===== src/rtl/latch_seq_pkg.sv =====
// Shared definitions for the latch bus sequencer.
// Holds the write FSM state encoding and the default sizing constants.
package latch_seq_pkg;

    localparam int unsigned N_REQ_DEF    = 4;
    localparam int unsigned N_LATCH_DEF  = 4;
    localparam int unsigned LE_WIDTH_DEF = 2;

    typedef enum logic [1:0] {
        ST_IDLE   = 2'd0,
        ST_SETUP  = 2'd1,
        ST_STROBE = 2'd2,
        ST_HOLD   = 2'd3
    } state_e;

endpackage


===== src/rtl/latch_bus_sequencer_rr_arbiter.sv =====
// Round-robin arbiter.
// Ports: req    - request vector
//        ptr    - index holding highest priority this cycle
//        gnt_c  - combinational one-hot grant (all zero when no request)
module rr_arbiter #(
    parameter int unsigned N_REQ = 4,
    parameter int unsigned PW    = (N_REQ > 1) ? $clog2(N_REQ) : 1
) (
    input  logic [N_REQ-1:0] req,
    input  logic [PW-1:0]    ptr,
    output logic [N_REQ-1:0] gnt_c
);

    logic [PW-1:0] idx;
    logic          found;

    // Scan requesters starting at ptr, wrapping modulo N_REQ; first hit wins.
    always_comb begin
        gnt_c = '0;
        found = 1'b0;
        idx   = '0;
        for (int i = 0; i < int'(N_REQ); i++) begin
            idx = PW'((int'(ptr) + i) % int'(N_REQ));
            if (!found && req[idx]) begin
                gnt_c[idx] = 1'b1;
                found      = 1'b1;
            end
        end
    end

endmodule


===== src/rtl/latch_bus_sequencer.sv =====
// Write sequencer for a bus of transparent latches plus read-side output
// enable control with break-before-make dead time.
// Ports: CLK/RST        - clock, async active-high reset
//        REQ/REQ_ADDR/REQ_DATA - per-requester write request, target, byte
//        GNT/DONE/BUSY  - grant, completion pulse, sequencer busy
//        BUS_D/LE       - shared latch data bus, per-latch enables
//        OE_SEL/OE_EN   - read-bus latch select and enable
//        nOE            - per-latch output enables, active low
module latch_bus_sequencer
    import latch_seq_pkg::*;
#(
    parameter  int unsigned N_REQ    = N_REQ_DEF,
    parameter  int unsigned N_LATCH  = N_LATCH_DEF,
    parameter  int unsigned LE_WIDTH = LE_WIDTH_DEF,
    localparam int unsigned AW       = (N_LATCH > 1) ? $clog2(N_LATCH) : 1,
    localparam int unsigned PW       = (N_REQ > 1) ? $clog2(N_REQ) : 1,
    localparam int unsigned CW       = (LE_WIDTH > 1) ? $clog2(LE_WIDTH) : 1
) (
    input  logic                  CLK,
    input  logic                  RST,
    input  logic [N_REQ-1:0]      REQ,
    input  logic [N_REQ*AW-1:0]   REQ_ADDR,
    input  logic [N_REQ*8-1:0]    REQ_DATA,
    output logic [N_REQ-1:0]      GNT,
    output logic [N_REQ-1:0]      DONE,
    output logic                  BUSY,
    output logic [7:0]            BUS_D,
    output logic [N_LATCH-1:0]    LE,
    input  logic [AW-1:0]         OE_SEL,
    input  logic                  OE_EN,
    output logic [N_LATCH-1:0]    nOE
);

    state_e             state_q, state_d;
    logic [N_REQ-1:0]   gnt_q, gnt_d;
    logic [N_REQ-1:0]   done_q, done_d;
    logic               busy_q, busy_d;
    logic [7:0]         bus_d_q, bus_d_d;
    logic [N_LATCH-1:0] le_q, le_d;
    logic [AW-1:0]      addr_q, addr_d;
    logic [CW-1:0]      cnt_q, cnt_d;
    logic [PW-1:0]      ptr_q, ptr_d;
    logic [N_LATCH-1:0] tgt_q, tgt_d;
    logic [N_LATCH-1:0] noe_q, noe_d;

    logic [N_REQ-1:0]   arb_gnt_c;
    logic [PW-1:0]      win_idx;
    logic [AW-1:0]      win_addr;
    logic [7:0]         win_data;

    rr_arbiter #(
        .N_REQ (N_REQ),
        .PW    (PW)
    ) u_arb (
        .req   (REQ),
        .ptr   (ptr_q),
        .gnt_c (arb_gnt_c)
    );

    // Pull index, address and data of the arbitration winner.
    always_comb begin
        win_idx  = '0;
        win_addr = '0;
        win_data = '0;
        for (int i = 0; i < int'(N_REQ); i++) begin
            if (arb_gnt_c[i]) begin
                win_idx  = PW'(i);
                win_addr = REQ_ADDR[i*AW +: AW];
                win_data = REQ_DATA[i*8 +: 8];
            end
        end
    end

    // Write FSM; outputs are computed for the next state so they register
    // aligned with the state they belong to.
    always_comb begin
        state_d = state_q;
        gnt_d   = gnt_q;
        done_d  = '0;
        bus_d_d = bus_d_q;
        le_d    = le_q;
        addr_d  = addr_q;
        cnt_d   = cnt_q;
        ptr_d   = ptr_q;
        unique case (state_q)
            ST_IDLE: begin
                if (|REQ) begin
                    state_d = ST_SETUP;
                    gnt_d   = arb_gnt_c;
                    addr_d  = win_addr;
                    bus_d_d = win_data;
                    ptr_d   = (win_idx == PW'(N_REQ - 1)) ? '0 : win_idx + PW'(1);
                end
            end
            ST_SETUP: begin
                state_d = ST_STROBE;
                cnt_d   = '0;
                le_d    = N_LATCH'(1) << addr_q;
            end
            ST_STROBE: begin
                if (cnt_q == CW'(LE_WIDTH - 1)) begin
                    state_d = ST_HOLD;
                    le_d    = '0;
                    done_d  = gnt_q;
                end else begin
                    cnt_d = cnt_q + CW'(1);
                end
            end
            ST_HOLD: begin
                state_d = ST_IDLE;
                gnt_d   = '0;
                le_d    = '0;
            end
            default: begin
                state_d = ST_IDLE;
                gnt_d   = '0;
                le_d    = '0;
            end
        endcase
        busy_d = (state_d != ST_IDLE);
    end

    // Read-side enables: any change of target inserts one all-high cycle.
    always_comb begin
        tgt_d = OE_EN ? ~(N_LATCH'(1) << OE_SEL) : '1;
        noe_d = (tgt_d != tgt_q) ? '1 : tgt_d;
    end

    always_ff @(posedge CLK or posedge RST) begin
        if (RST) begin
            state_q <= ST_IDLE;
            gnt_q   <= '0;
            done_q  <= '0;
            busy_q  <= 1'b0;
            bus_d_q <= 8'h00;
            le_q    <= '0;
            addr_q  <= '0;
            cnt_q   <= '0;
            ptr_q   <= '0;
            tgt_q   <= '1;
            noe_q   <= '1;
        end else begin
            state_q <= state_d;
            gnt_q   <= gnt_d;
            done_q  <= done_d;
            busy_q  <= busy_d;
            bus_d_q <= bus_d_d;
            le_q    <= le_d;
            addr_q  <= addr_d;
            cnt_q   <= cnt_d;
            ptr_q   <= ptr_d;
            tgt_q   <= tgt_d;
            noe_q   <= noe_d;
        end
    end

    assign GNT   = gnt_q;
    assign DONE  = done_q;
    assign BUSY  = busy_q;
    assign BUS_D = bus_d_q;
    assign LE    = le_q;
    assign nOE   = noe_q;

endmodule

===== config.mk =====
export PLATFORM = sky130hd
export DESIGN_NAME = latch_bus_sequencer
export DESIGN_NICKNAME = d
export VERILOG_FILES = /design/src/rtl/latch_seq_pkg.sv /design/src/rtl/latch_bus_sequencer_rr_arbiter.sv /design/src/rtl/latch_bus_sequencer.sv
export SDC_FILE = /design/constraint.sdc
export NUM_CORES = 1
export LEC_CHECK = 0
export CAP_MARGIN = 0
export CORE_MARGIN = 5
export CORE_UTILIZATION = 49
export CTS_CLUSTER_SIZE = 14
export DETAILED_ROUTE_END_ITERATION = 8
export GPL_TIMING_DRIVEN = 0
export PLACE_DENSITY = 0.82
export SYNTH_ARGS = -nofsm -noshare
export SYNTH_HDL_FRONTEND = slang
export SYNTH_HIERARCHICAL = 1
export SYNTH_SLANG_ARGS = --single-unit

===== constraint.sdc =====
create_clock -name CLK -period 4.64 [get_ports CLK]
set_clock_uncertainty 0.05 [all_clocks]
set_input_delay 0.928 -clock CLK [delete_from_list [all_inputs] [get_ports CLK]]
set_output_delay 0.928 -clock CLK [all_outputs]
set_load 0.1 [all_outputs]

==> qor.txt <==
Outcome: finished clean
# rows: 24
Worst Path Buf+Inv: 3
Die Y: 76.27 µm
Max FO, Critical Path: 10
RSZ-0062 raised after global routing: no
Syn nets: 260
Core Box Area: 4294 µm²
Sequential Area: 910.9 µm²
Async SR Flop Fraction: 100.0%
Tcrit/Tclk final: 79.80%
Switch share: 52.36%
Bufs on Longest Clock Path: 2
Share of power burned in the clock network: 9.6%
I/O Buffers: 73
Crit path capture type: flop
Startpoint Class: input pin
TNS Setup: 0 ns
Wire per inst: 15.82 µm
Number of global-route vias before repair: 1887
Syn Area/Cell: 10.76 µm²
Area of the multi-input gates: 1157 µm²
Sw Pwr: 1256 µW
Grt total ovfl: 0
Net count, final: 340
DR vias: 1819
Clock Tree Root: clkbuf_8
Die X: 76.27 µm
Ys flop type: dfrtp_1
Relative slew margins: 33.23%
Crit Path Category: input pin to flop
Hold Path Class: flop to flop
Worst skew pair latency: 0.28 ns
1st-iter DRT viols: 106
Placed Cells incl. Taps: 325
Final setup fails: 0
Most frequent cell after synthesis: dfrtp_1
Leak: 0.001352 µW
Crit path DAT: 3.81 ns
Final Cell Area: 3042 µm²
Routed WL: 5.269 mm
Post-DR vias/cell: 5.462
CP Cell Sequence: clkdlybuf4s50_1 -> mux4_2 -> buf_6 -> nor4b_4 -> nand2_1 -> o211ai_1 -> clkbuf_1 -> and3b_1 -> a211oi_1 -> o31ai_1
Area post-placement: 2948 µm²
Top cell type's share of synthesized area: 32.56%
Fmax: 270.1 MHz
Crit-path leading delay family: buffers and inverters
Hold bufs inserted after CTS: 0
Synth Cell Area: 2152 µm²
H-Tree Depth: 2
Synth Instances: 200
Final Hold Fails: 0
Top cells by area, synth: dfrtp_1 33%, dfstp_2 9.8%, ha_1 6.4%
Post-CTS Setup Bufs: 0
Max rail drop VDD: 0.6739 mV
Area grow syn2layout: 41.34%
Int Pwr: 1143 µW
RD Place Congestion: 0.8386
Fill cells: 350
Commonest cells in the netlist: 28 x dfrtp_1, 21 x nand2_1, 12 x nor2b_1, 12 x o31ai_1, 11 x ha_1
Fin util: 70.83%
DRT Pass-1 Iters: 4
Die footprint: 5817 µm²
Initial antenna violation count: 0
Number of flops mapped to enable cells by yosys: 0
Leading area contributor after synthesis: dfrtp_1
Layout Cells excl Fill: 333
Starting density of the core: 50.12%
Sequential group share of total power: 21.1%
Drt drc: 0
CTS Buf Count: 5
Power density over the cells: 788.4 nW/µm²
Fin. max-slew vios: 0
Comb pwr share: 69.3%
CTS tree: done
Total Routing Usage GR: 18.16%
Number of synthesized register bits: 36
Largest net degree at the start of global routing: 37
Clock transition at path regs: 0.07 ns
Slew @ Worst Pin: 0.9985 ns
Slowest cell delay on critical path: 0.52 ns
Max-cap violations: 0
Detail Placement HPWL: 4.067 mm
Post-CTS Resized: 0
N_diodes: 0
First-pass GRT wire length: 8.811 mm
Share of cells above drive strength 1: 12.81%
Critical path required time: 4.74 ns
Yosys cell types: 43
I/O pin count: 74
Tmin final: 3.703 ns
Seq/Total Area, Yosys: 42.33%
Ys Warns: 6
ANT nets after route: 0
Critical path's slowest cell: clkdlybuf4s50_1
Clk sink count: 36
flip-flops by register name (all words and copies together), names as in the netlist:
register and cells:
nOE 4, BUSY 1, DONE 4, ptr_q 2, tgt_q 4, state_q 2, GNT 4, BUS_D 8
LE 4, cnt_q 1, addr_q 2
layout make-up:
| cell class | count | area share [%] |
|---|---|---|
| repair buffers | 73 | 24.02 |
| multi-input cells | 145 | 38.05 |
| inverters | 10 | 1.234 |
| well taps | 52 | 2.139 |
| flip-flops and latches | 36 | 29.95 |
| clock inverters | 1 | 0.2468 |
| plain buffers | 9 | 1.522 |
| clock buffers | 7 | 2.838 |
routing by layer:
layer / part of all wire [%] / wire (µm) / track usage (%)
met3: 7.6 / 403 / 5.083
met1: 42 / 2213 / 23.11
met4: 0.80 / 42 / 4.196
met2: 50 / 2609 / 30.57
met5: 0 / 0 / 0
power by group through the flow:
stage	clock network, µW	registers [µW]	logic [µW]
after floorplan	0	947	827
after global placement	0	508	1640
after detailed placement	0	511	1670
after CTS	233	507	1680
after global routing	246	524	1800
final	230	506	1660
final timing paths:
| path | startpoint | end | slack, ns | depth (start not counted) |
|---|---|---|---|---|
| max | REQ[0] | BUS_D[6]$_DFFE_PP0P_ | 0.94 | 10 |
| min | tgt_q[3]$_DFF_PP1_ | nOE[0]$_DFF_PP1_ | 0.43 | 1 |
| max reg2reg | ptr_q[0]$_DFFE_PP0P_ | BUS_D[6]$_DFFE_PP0P_ | 1.29 | 10 |
| min reg2reg | tgt_q[3]$_DFF_PP1_ | nOE[0]$_DFF_PP1_ | 0.43 | 1 |
| max in group asynchronous | RST | BUS_D[7]$_DFFE_PP0P_ | 3.04 | 2 |
| min in group asynchronous | RST | BUS_D[0]$_DFFE_PP0P_ | 1.04 | 2 |
cells by family after synthesis:
family	share of synthesized area (%)
compound gates	19.01
mux	7.616
simple gates	20.76
fa+ha+maj	6.395
flops	42.33
buf+inv	3.895
cells in the final DEF (no fill, tap or decap), types with 2 or more instances in the layout:
cell type and count:
clkdlybuf4s50_1 73, dfrtp_1 28, nand2_1 21, nor2b_1 12
o31ai_1 12, ha_1 11, and3b_1 10, a21o_1 10
a211oi_1 10, inv_1 9, dfstp_2 8, clkbuf_1 7
nor2_1 6, clkbuf_8 6, and3_1 5, mux2_2 5
a21oi_1 4, a21o_2 4, o211ai_1 4, a22o_1 3
nand3_1 2, nand4b_1 2, nor4_1 2, nor4b_1 2
mux4_2 2, mux4_1 2
per-stage QoR:
stage	hold slack (ns)	worst slack, ns	power [µW]
2_1_floorplan	0.4051	1.613	1774
3_3_place_gp	0.4125	0.6505	2146
3_5_place_dp	0.4268	0.6118	2179
4_1_cts	0.4301	0.8962	2416
5_1_grt	0.4453	0.6877	2568
6_report	0.4344	0.9371	2398
No activity file was read; power rests on OpenSTA's default activity.
